<file path="src/rtl/uart_tx.sv">
// uart_tx: 8N1 UART transmitter, one parallel word per strobe serialised LSB first on tx_o
module uart_tx #(
   parameter int UART_BAUD_RATE             = 19200,
   parameter int UART_DATA_LENGTH           = 8,
   parameter int CLK_FREQ                   = 10000000,
   parameter int TX_COUNTER_BITWIDTH        = 3,
   parameter int BAUD_COUNTS_PER_BIT        = 521,
   parameter int BAUD_RATE_COUNTER_BITWIDTH = 10
) (
   input  logic                        clk_i,
   input  logic                        reset_i,
   input  logic [UART_DATA_LENGTH-1:0] data_i,
   input  logic                        data_valid_strb_i,
   output logic                        tx_o,
   output logic                        busy_o,
   output logic                        done_strb_o
);
   typedef enum logic [1:0] {IDLE, START, DATA, STOP} state_t;
   localparam logic [BAUD_RATE_COUNTER_BITWIDTH-1:0] LAST_CNT =
      BAUD_RATE_COUNTER_BITWIDTH'(BAUD_COUNTS_PER_BIT - 1);
   localparam logic [TX_COUNTER_BITWIDTH-1:0] LAST_BIT = TX_COUNTER_BITWIDTH'(UART_DATA_LENGTH - 1);
   state_t                                state;
   logic [BAUD_RATE_COUNTER_BITWIDTH-1:0] cnt;
   logic [TX_COUNTER_BITWIDTH-1:0]        idx;
   logic [UART_DATA_LENGTH-1:0]           shift;
   logic                                  bit_end;
   // Baud rate and clock frequency are documentation only; reject settings the counters cannot hold.
   if (TX_COUNTER_BITWIDTH < $clog2(UART_DATA_LENGTH) ||
       BAUD_RATE_COUNTER_BITWIDTH < $clog2(BAUD_COUNTS_PER_BIT) ||
       CLK_FREQ < UART_BAUD_RATE || UART_DATA_LENGTH < 2) begin : g_bad_params
      $error("uart_tx: inconsistent parameters");
   end
   assign bit_end = cnt == LAST_CNT;
   assign busy_o  = state != IDLE;
   // Frame sequencer: line level, shift register, bit index and done pulse all registered here.
   always_ff @(posedge clk_i or negedge reset_i) begin
      if (!reset_i) begin
         state       <= IDLE;
         cnt         <= '0;
         idx         <= '0;
         shift       <= '0;
         tx_o        <= 1'b1;
         done_strb_o <= 1'b0;
      end else begin
         done_strb_o <= 1'b0;
         cnt         <= (state == IDLE || bit_end) ? '0 : cnt + 1'b1;
         case (state)
            IDLE:
               if (data_valid_strb_i) begin
                  shift <= data_i;
                  tx_o  <= 1'b0;
                  state <= START;
               end
            START:
               if (bit_end) begin
                  tx_o  <= shift[0];
                  idx   <= '0;
                  state <= DATA;
               end
            DATA:
               if (bit_end) begin
                  shift <= {1'b0, shift[UART_DATA_LENGTH-1:1]};
                  idx   <= idx + 1'b1;
                  tx_o  <= (idx == LAST_BIT) ? 1'b1 : shift[1];
                  state <= (idx == LAST_BIT) ? STOP : DATA;
               end
            STOP:
               if (bit_end) begin
                  state       <= IDLE;
                  done_strb_o <= 1'b1;
               end
            default: state <= IDLE;
         endcase
      end
   end
endmodule

</file>
<file path="config.mk">
export PLATFORM = sky130hd
export DESIGN_NAME = uart_tx
export DESIGN_NICKNAME = d
export VERILOG_FILES = /design/src/rtl/uart_tx.sv
export SDC_FILE = /design/constraint.sdc
export NUM_CORES = 1
export LEC_CHECK = 0
export ABC_CLOCK_PERIOD_IN_PS = 1800
export BUFFER_PORTS_ARGS = -buffer_cell sky130_fd_sc_hd__buf_2
export CORE_MARGIN = 3
export CORE_UTILIZATION = 35
export CTS_BUF_LIST = sky130_fd_sc_hd__clkbuf_8
export DETAILED_ROUTE_END_ITERATION = 12
export GPL_ROUTABILITY_DRIVEN = 1
export GPL_TIMING_DRIVEN = 0
export PLACE_DENSITY = 0.51
export SETUP_SLACK_MARGIN = 0.4
export SYNTH_ARGS = -nofsm -noshare
export SYNTH_HDL_FRONTEND = slang
export SYNTH_SLANG_ARGS = --single-unit
</file>
<file path="constraint.sdc">
create_clock -name clk_i -period 1.8 [get_ports clk_i]
set_input_delay 0.27 -clock clk_i [delete_from_list [all_inputs] [get_ports clk_i]]
set_output_delay 0.27 -clock clk_i [all_outputs]
set_load 0.1 [all_outputs]
</file>
After elaboration in Yosys (flattened, before gate mapping):

Cells that the tools add are included.
Widths: inputs -> output; s select.

* register bits after elaboration: 25
* input bits: 11
* output and inout bits: 3
* word-level logic and storage cells: 47

* $add $sub $neg: 2
* eq/ne operators: 9
* multiplexer cells: 20
* reductions and logical operators: 10

Operator list (number)
* $mux 8: 2
* $pmux 8 s2: 1
* $add 10x1->10 const B: 1
* $eq 10x10->1 const B: 1
* $mux 10: 1
* $mux 2: 4
* $ne 2x2->1 const B: 4
* $pmux 2 s4: 1
* $reduce_and 4->1: 2
* $mux 1: 7
* $mux 3: 2
* $pmux 3 s2: 1
* $reduce_and 3->1: 2
* $reduce_bool 2->1: 3
* $eq 2x2->1 const B: 2
* $add 3x1->3 const B: 1
* $eq 3x3->1 const B: 1
* $pmux 1 s3: 1
* $reduce_bool 3->1: 1
* $eq 2x1->1 const B: 1
* $logic_not 2->1: 1
* $logic_or 1x1->1: 1

Logic depth before layout (Yosys ltp):

Gate-level depths: netlist of the first run.

* depth in word-level cells: 4
* depth in mapped cells: 8
* mapped depth without buffers: 6

Worst setup path before layout of the first run:

No wires, ideal clock.

* kind: flip-flop to flip-flop
* start: register state[0]
* end: register shift[0]
* setup time: 0.125 ns
* arrival: 2.043 ns
* data required time: 1.675 ns
* setup slack: -0.368 ns
* cell stages (with the launch flop): 8
* buffers on the path: 1
* clock period less this slack: 2.168 ns
* path through: dfrtp_1 > inv_1 > ha_1 > inv_1 > nor2_1 > a32o_1 > buf_4 > mux2_2

* longest elaborated chain between the ends: 3
* elaborated cells on any way between the ends: 7
* those cells by class: 3 x eq/ne; 1 x mux; 3 x reduce/logical

RTL lines
* start, declared: RTL line 22 `state_t state;`
* start signal, assigned: RTL line 65 `state <= (idx == LAST_BIT) ? STOP : DATA;`
* $eq 2x2->1 or $logic_not 2->1 (tied branches): RTL line 47 `case (state)`
* $ne 2x2->1 (no line) or $reduce_bool 2->1 (tied branches)
* $reduce_and 3->1 (no line)
* end signal, assigned: RTL line 50 `shift <= data_i;`
* end signal, assigned: RTL line 62 `shift <= {1'b0, shift[UART_DATA_LENGTH-1:1]};`
* end, declared: RTL line 25 `logic [UART_DATA_LENGTH-1:0] shift;`

Parallel ways exist; a longest one is shown, timed or not.
A chain may end at the register's enable or synchronous reset.

Worst setup path after layout of the first run:

* start: register cnt[6]
* end: register shift[3]

* longest elaborated chain between the ends: 3

RTL lines
* start, declared: RTL line 23 `logic [BAUD_RATE_COUNTER_BITWIDTH-1:0] cnt;`
* start signal, assigned: RTL line 46 `cnt <= (state == IDLE || bit_end) ? '0 : cnt + 1'b1;`
* $eq 10x10->1: RTL line 33 `assign bit_end = cnt == LAST_CNT;`
* $ne 2x2->1 (no line)
* $reduce_and 3->1 (no line)

Every way passes these cells.

==> results of run 1 <==
path summary, 6_finish.rpt:
check,endpoint,cells after the start,from
worst min register to register,idx[1],1,idx[1]
worst min-delay path,cnt[9],1,reset_i
worst max register to register,shift[3],5,cnt[6]
worst max-delay path,shift[3],5,cnt[6]
max in group asynchronous,tx_o,1,reset_i
min in group clk_i,shift[7],2,data_i[7]
sequential cells by signal (all words and copies together) (netlist names):
name         cells
done_strb_o      1
state            2
cnt             10
idx              3
tx_o             1
shift            8
synthesized netlist by cell type:
library cell  number
nand3_1            4
mux2_4             1
a21oi_1            1
a21bo_2            1
a31oi_1            1
nand2b_1           1
xor2_1             2
mux2i_1            1
buf_4              2
buf_2              2
or3_4              1
nor4_4             1
nand2_1            7
dfstp_2            1
nand4_1            2
nand4b_1           1
inv_1              9
nor2_1            15
dfrtp_1           24
xnor2_1            6
nand3b_1           1
a32o_1             3
o21ai_0            3
o211ai_1           1
mux2_2            15
a2bb2oi_2          1
or2_2              1
nor4_1             1
o31ai_1            1
ha_1               9
nor3_1             1
clkbuf_1           1
and2_1             1
repair_timing:
action / in CTS / in global routing
resized for setup: 6 / 3
setup endpoints to repair: 25 / 26
pin swaps: 4 / 0
buffers inserted: 11 / 0
cell type report:
cell class              instances  area [um2]  share of cell area
flip-flops and latches         25       626.9              0.3657
repair buffers                 24       168.9             0.09854
plain buffers                   5       55.05             0.03212
clock inverters                 1       8.758            0.005110
multi-input cells              83       718.2              0.4190
clock buffers                   3       41.29             0.02409
well taps                      46       57.56             0.03358
inverters                       9       37.54             0.02190
worst max-delay path, cell delays in order (launching register included):
cell     delay [ps]
dfrtp_1         400
or3_4           380
nor4_4          230
a32o_2          230
buf_8           140
mux2_4          300
power groups by stage:
stage                     sequential (mW)  combinational (mW)  clock [mW]
after detailed placement            0.572              0.0315           0
after global placement              0.572              0.0313           0
after CTS                           0.561              0.0317       0.369
after floorplan                     0.572             0.00789           0
after global routing                0.561              0.0343       0.391
final                               0.561              0.0299       0.348
logic make-up (layout without fill, tap and decap cells):
logic type               count (synthesis)  count (layout)  share of synthesized area
AND/OR/NAND/NOR                         37              37                     0.1430
flip-flops                              25              25                     0.4622
buffers and inverters                   14              42                    0.04612
AO/OA/AOI/OAI                           12              12                    0.07103
XOR/XNOR                                 8               8                    0.05166
adder cells (fa/ha/maj)                  9               9                    0.08303
multiplexers                            17              17                     0.1430
stage by stage:
stage          std cells  TNS, ps
6_report             196        0
2_1_floorplan        122    -1586
3_3_place_gp         181   -267.1
3_5_place_dp         181   -306.7
4_1_cts              196        0
5_1_grt              196   -527.8
layer usage:
metal	vias up	share of wire	global-route usage
met3	4	0.057	0.04433
met2	18	0.44	0.2094
met5	-	0	0
met1	432	0.49	0.1738
li1	471	-	-
met4	0	0.013	0.02978
==> run summary, run 1 <==
leakage power = 0.8175 nW
CP Capture Type = flop
DP HPWL = 1742 um
DRT Pass-1 Iters = 4
failing checks = negative hold slack
max_slew headroom = 0.6204
vias in the first global route = 1000
Final Skew = 5.173 ps
crit-path max FO = 7
Place WS = -48.08 ps
RSZ-0062 raised after global routing = yes
Sink Count = 25
PortBufs = 13
Clock Tree Buf Depth = 2
CTS Buf Count = 3
Yosys reg bits = 25
main area contributors after synthesis = dfrtp_1 (44%), mux2_2 (12%), ha_1 (8.3%), nor2_1 (4.2%), xnor2_1 (3.9%)
Switching Share = 0.2153
Ys Warns = 0
Final Cell Area = 0.001714 mm2
most common cell after layout, fill and taps aside = dfrtp_1
Int Pwr = 0.7372 mW
clk slew on worst S/H paths = 90 ps
switching pwr = 0.2023 mW
All-Layer GR Usage = 0.1321
Power Total = 0.9396 mW
H-tree levels = 1
# fillers = 340
RD Place Congestion = 0.7408
maximum clock rate = 560.0 MHz
Antenna Violating Nets Remaining = 0
WL per Instance = 12.93 um
Power Dens Cells = 548.1 mW/mm2
critical path launch point type = flop
Cells after Synth = 122
largest net degree at the start of global routing = 26
Final Cycle Share = 0.9921
Core Box Area = 0.003521 mm2
initial core utilization = 0.3852
status = finished, violations left
layout cells sized above 1 = 0.4267
synthesis-to-layout area growth = 26.38%
post-synth top area share = 0.4428
grt total ovfl = 0
Die Span X = 68.25 um
Rows = 21
Skew-Pair Late Insertion Delay = 270 ps
peak supply drop = 352.3 uV
post-route minimum period = 1786 ps
via count = 925
commonest non-fill, non-tap cells in the layout = dfrtp_1 (24), buf_4 (13), nor2_1 (13), buf_2 (11)
Clk pwr share = 0.371
WHS = -18.30 ps
max cap viols = 0
DRC viols = 0
WP data arrival = 1950 ps
post-synthesis sequential area ratio = 0.4622
vias per inst = 4.719
combinational power share = 0.032
Final setup viols = 0
post-synth cell types = 33
Tightest Pin Transition = 569.3 ps
initial antenna violation count = 0
hold buffers post-CTS = 0
Syn Std Cell Area = 0.001356 mm2
Sequential Power Share = 0.597
min setup slack post-route = 14.29 ps
Synth area leader = dfrtp_1
die height = 68.25 um
diode count = 0
IO Pins = 14
Slew Viols, Final = 0
CTS tree = done
R2R Setup Slk = 10 ps
1st-iter DRT viols = 40
instance area at placement = 0.001553 mm2
Hold Vio Cnt, Final = 24
syn nets = 142
hold crit path type = in2async
die area = 0.004658 mm2
synthesized area per cell = 11.12 um2
first-pass GRT wire length = 4533 um
final wirelength = 2534 um
Final #Nets = 171
CP required = 1970 ps
Worst Setup Path Type = reg2reg
Final Util = 0.4869
clock root buffer = clkbuf_8
No activity file was read; power rests on OpenSTA's default activity.
==> run 2: changes to the inputs <==
==> constraint.sdc (replaced) <==
create_clock -name clk_i -period 1.8 [get_ports clk_i]
set_input_delay 0.09 -clock clk_i [delete_from_list [all_inputs] [get_ports clk_i]]
set_output_delay 0.09 -clock clk_i [all_outputs]
set_load 0.1 [all_outputs]
==> run summary, run 2 (synthesis results as in run 1) <==
largest net degree at the start of global routing = 26 (unchanged)
reg2reg path depth = 5 (unchanged)
Core Box Area = 0.003521 mm2 (unchanged)
reg2reg start = cnt[6]
most common cell after layout, fill and taps aside = dfrtp_1
R2R Setup Slk = 10 ps (about the same)
met2 Use GR = 0.2034 (-0.006017)
1st-iter DRT viols = 34 (-15%)
leakage power = 0.8095 nW (-0.98%)
die height = 68.25 um (unchanged)
min setup slack post-route = 13.31 ps (-0.9861 ps)
All-Layer GR Usage = 0.1300 (-0.002064)
CP required = 1960 ps (about the same)
worst hold endpoint = shift[7]
hold crit path type = in2reg
registers with the most flip-flops = cnt x10, shift x8, idx x3
WL per Instance = 12.77 um (-1.2%)
Place WS = -48.08 ps (unchanged)
Sink Count = 25 (unchanged)
clk slew on worst S/H paths = 90 ps (about the same)
DRT Pass-1 Iters = 4 (unchanged)
vias in the first global route = 959 (-4.1%)
Die Span X = 68.25 um (unchanged)
maximum clock rate = 559.7 MHz (about the same)
layout cells sized above 1 = 0.4200 (-0.006667)
peak supply drop = 354.8 uV (+0.71%)
Skew-Pair Late Insertion Delay = 270 ps (about the same)
initial core utilization = 0.3852 (unchanged)
crit-path max FO = 7 (unchanged)
IO Pins = 14 (unchanged)
Slew Viols, Final = 0 (unchanged)
max cap viols = 0 (unchanged)
H-tree levels = 1 (unchanged)
post-route minimum period = 1787 ps (+0.9861 ps)
vias per inst = 4.648 (-1.5%)
PortBufs = 13 (unchanged)
Worst Setup Path Type = reg2reg
synthesis-to-layout area growth = 25.74%
first-pass GRT wire length = 4478 um (-1.2%)
Hold Vio Cnt, Final = 0 (-100%)
clock root buffer = clkbuf_8
Clock Tree Buf Depth = 2 (unchanged)
slowest stage delay, CP = 400 ps (about the same)
Final setup viols = 0 (unchanged)
slowest CP cell = dfrtp_1
critical path launch point type = flop
busiest layer in global routing = met2
Final Skew = 4.598 ps (-0.5745 ps)
CP Capture Type = flop
GRT met3 Usage = 0.04433 (unchanged)
RSZ-0062 raised after global routing = yes
DP HPWL = 1742 um (unchanged)
via count = 911 (-1.5%)
diode count = 0 (unchanged)
grt met1 use = 0.1758 (+0.002033)
max_slew headroom = 0.6179 (-0.002547)
Min-Delay Path Depth = 2
Antenna Violating Nets Remaining = 0 (unchanged)
grt total ovfl = 0 (unchanged)
final wirelength = 2503 um (-1.2%)
worst-path cell chain = or3_4, nor4_4, a32o_2, buf_8, mux2_4
Largest register FFs = 10 (unchanged)
WP data arrival = 1950 ps (about the same)
Tightest Pin Transition = 573.2 ps (+3.820 ps)
commonest non-fill, non-tap cells in the layout = dfrtp_1 (24), nor2_1 (13), buf_4 (12), buf_2 (12)
status = finished clean
CTS tree = done
WHS = 51.28 ps (+69.58 ps)
CTS Buf Count = 3 (unchanged)
Power Dens Cells = 551.9 mW/mm2 (+0.68%)
DRC viols = 0 (unchanged)
setup TNS = 0 ps (unchanged)
Rows = 21 (unchanged)
Final #Nets = 171 (unchanged)
Hold Crit Start = data_i[7]
die area = 0.004658 mm2 (unchanged)
Final Cycle Share = 0.9926 (about the same)
Top reg by flops = cnt
RD Place Congestion = 0.7408 (unchanged)
initial antenna violation count = 0 (unchanged)
Crit Reg-Reg Endpoint = shift[3]
run 2: cell count changes in the layout (fill, tap and decap cells not counted), sizes merged:
cell	change
dlygate4sd3	+1
buf	-1
run 2: repair_timing:
item                                    4_1_cts  5_1_grt
pin swaps                                     3        1
hold buffers                                  1        0
gates resized for setup                       3        3
hold endpoints to repair                     24        0
setup buffers                                 6        4
endpoints found under the setup margin       24       25
run 2: layer usage:
layer | routed length, um | vias to the layer above
met1 | 1270 | 422
met5 | 0 | -
met2 | 1080 | 16
met4 | 17 | 0
li1 | - | 471
met3 | 135 | 2
run 2: stage by stage:
stage,std cells,utilization,area [um2],power (mW)
3_5_place_dp,181,0.4410,1553,0.6038
6_report,196,0.4844,1705,0.9411
5_1_grt,196,0.4844,1705,0.9894
3_3_place_gp,181,0.4410,1553,0.6036
4_1_cts,192,0.4730,1665,0.9637
2_1_floorplan,122,-,1430,0.5803
run 2: how the worst max path moves through the flow:
stage	startpoint	to	cells after the start
floorplan	state[1]	shift[0]	7
global placement	cnt[0]	shift[5]	7
detailed placement	cnt[0]	shift[3]	7
CTS	cnt[7]	shift[3]	5
global route	cnt[6]	shift[6]	5
finish	cnt[6]	shift[3]	5
run 2: worst max-delay path, delay by kind of cell, from the launching register on:
kind	cells	cell delay [ps]
muxes	1	300
and+or+nand+nor	2	610
AOI/OAI and AO/OA	1	230
buffers and inverters	1	140
DFF	1	400
run 2: final cells by class:
type                       instances  area (um2)
multi-input combinational         83       718.2
inverter                           9       37.54
timing repair buffer              24       160.2
clock inverter                     1       8.758
sequential                        25       626.9
tap                               46       57.56
buffer                             5       55.05
clock buffer                       3       41.29
fill                             346        1815
run 2: power by group:
| group | switching, mW | internal [mW] |
|---|---|---|
| Sequential | 0 | 0.561 |
| Combinational | 0.0162 | 0.0153 |
| Clock | 0.186 | 0.162 |
| Total | 0.203 | 0.739 |
==> run 3: changes to the inputs <==
ABC_CLOCK_PERIOD_IN_PS = 1600   (was 1800)
clock period = 1.6 ns   (was 1.8 ns; I/O delays follow)
==> run summary, run 3 (synthesis results as in run 1) <==
largest net degree at the start of global routing = 26 (unchanged)
DRT Pass-1 Iters = 4 (unchanged)
initial antenna violation count = 0 (unchanged)
Final Cell Area = 0.001836 mm2 (+7.6%)
WP data arrival = 1910 ps (-40 ps)
Int Pwr = 0.8227 mW (+11%)
DP HPWL = 1805 um (+3.6%)
CTS Buf Count = 3 (unchanged)
slowest CP cell = dfrtp_1
leakage power = 0.8350 nW (+3.1%)
registers with the most flip-flops = cnt x10, shift x8, idx x3
Critical Path Start = cnt[0]
WL per Instance = 13.20 um (+3.4%)
Final setup viols = 21 (+21)
final wirelength = 2614 um (+4.4%)
failing checks = negative setup slack
hold crit path type = in2reg
Place WS = -241.3 ps (-193.2 ps)
Hold Crit Start = data_i[7]
diode count = 0 (unchanged)
die height = 68.25 um (unchanged)
Clk pwr share = 0.364 (-0.006)
Die Span X = 68.25 um (unchanged)
H-tree levels = 1 (unchanged)
slowest stage delay, CP = 390 ps (about the same)
min setup slack post-route = -148.7 ps (-162.0 ps)
CP required = 1760 ps (-200 ps)
CP Capture Type = flop
Final Cycle Share = 1.093 (+0.1003)
most common cell after layout, fill and taps aside = dfrtp_1
combinational power share = 0.034 (about the same)
Worst Setup Path Type = reg2reg
maximum clock rate = 571.9 MHz (+2.2%)
clock root buffer = clkbuf_8
CP top delay family = flip-flops
RSZ-0062 raised after global routing = yes
Clock Tree Buf Depth = 2 (unchanged)
Sequential Power Share = 0.603 (+0.007)
crit-path max FO = 7 (unchanged)
1st-iter DRT viols = 51 (+50%)
Sink Count = 25 (unchanged)
Rows = 21 (unchanged)
commonest non-fill, non-tap cells in the layout = dfrtp_1 (21), buf_2 (11), mux2_4 (9), buf_4 (9)
Tightest Pin Transition = 561.7 ps (-11.47 ps)
peak supply drop = 368.9 uV (+4.0%)
Core Box Area = 0.003521 mm2 (unchanged)
Power Dens Cells = 570.8 mW/mm2 (+3.4%)
clk slew on worst S/H paths = 90 ps (about the same)
Final Skew = 2.499 ps (-2.100 ps)
IO Pins = 14 (unchanged)
post-route minimum period = 1749 ps (-38.00 ps)
reg2reg start = cnt[0]
grt total ovfl = 0 (unchanged)
Buf/Inv on CP = 2 (+1)
synthesis-to-layout area growth = 35.33%
initial core utilization = 0.3852 (unchanged)
Skew-Pair Late Insertion Delay = 270 ps (about the same)
R2R Setup Slk = -150 ps (-160 ps)
status = finished, violations left
vias in the first global route = 996 (+3.9%)
Final #Nets = 173 (+1.2%)
All-Layer GR Usage = 0.1328 (+0.002752)
instance area at placement = 0.001556 mm2 (+0.24%)
max cap viols = 0 (unchanged)
Hold Vio Cnt, Final = 0 (unchanged)
Slew Viols, Final = 0 (unchanged)
Antenna Violating Nets Remaining = 0 (unchanged)
Switching Share = 0.2147 (-0.0004748)
Largest register FFs = 10 (unchanged)
via count = 968 (+6.3%)
first-pass GRT wire length = 4602 um (+2.8%)
worst-path cell chain = inv_2, ha_4, nand4b_1, nor4_4, a32o_2, buf_8, mux2_4
Power Total = 1.048 mW (+11%)
DRC viols = 0 (unchanged)
vias per inst = 4.889 (+5.2%)
CTS tree = done
die area = 0.004658 mm2 (unchanged)
switching pwr = 0.2250 mW (+11%)
PortBufs = 13 (unchanged)
RD Place Congestion = 0.7066 (-4.6%)
critical path launch point type = flop
max_slew headroom = 0.6255 (+0.007644)
layout cells sized above 1 = 0.5263 (+0.1063)
Top reg by flops = cnt
run 3: what timing repair did:
action	CTS	global route
hold buffers	1	0
pin swaps	9	4
hold endpoints to repair	24	0
endpoints found under the setup margin	27	27
buffers inserted	9	3
gates resized for setup	21	17
run 3: power by group through the flow:
stage / clock network (mW) / registers, mW / logic [mW]
global placement: 0 / 0.644 / 0.0352
detailed placement: 0 / 0.644 / 0.0354
finish: 0.381 / 0.631 / 0.0355
floorplan: 0 / 0.644 / 0.00888
global route: 0.421 / 0.631 / 0.0413
CTS: 0.398 / 0.631 / 0.0374
run 3: layout make-up:
class | instances | area, um2
buffer | 5 | 71.32
clock buffer | 3 | 41.29
clock inverter | 1 | 5.005
fill | 343 | 1685
inverter | 9 | 37.54
multi-input combinational | 83 | 794.5
sequential | 25 | 630.6
tap | 46 | 57.56
timing repair buffer | 26 | 197.7
run 3: worst paths after layout:
path                       endpoint  cells past startpoint
max                        shift[6]                      7
min                        shift[7]                      2
max reg2reg                shift[6]                      7
min reg2reg                  idx[2]                      1
max in group asynchronous    cnt[3]                      2
min in group asynchronous    cnt[6]                      2
run 3: stage by stage:
step	TNS, ps	cells	hold slack, ps	util
6_report	-1772	198	60.23	0.5213
5_1_grt	-4432	198	59.71	0.5213
4_1_cts	-2268	195	52.53	0.4982
3_5_place_dp	-2784	181	115.2	0.4421
3_3_place_gp	-2627	181	118.1	0.4421
2_1_floorplan	-3184	122	-215.6	-
run 3: worst register-to-register path, stage by stage (launching register included):
cell,delay (ps)
dfrtp_1,390
inv_2,70
ha_4,120
nand4b_1,130
nor4_4,260
a32o_2,230
buf_8,140
mux2_4,300
run 3: metal layers:
metal,share of wire,vias up,wire length (um),track usage
met3,0.042,2,111,0.03448
met2,0.45,14,1180,0.2094
met4,0.0054,0,14,0.03722
li1,-,478,-,-
met5,0,-,0,0
met1,0.50,474,1307,0.1789
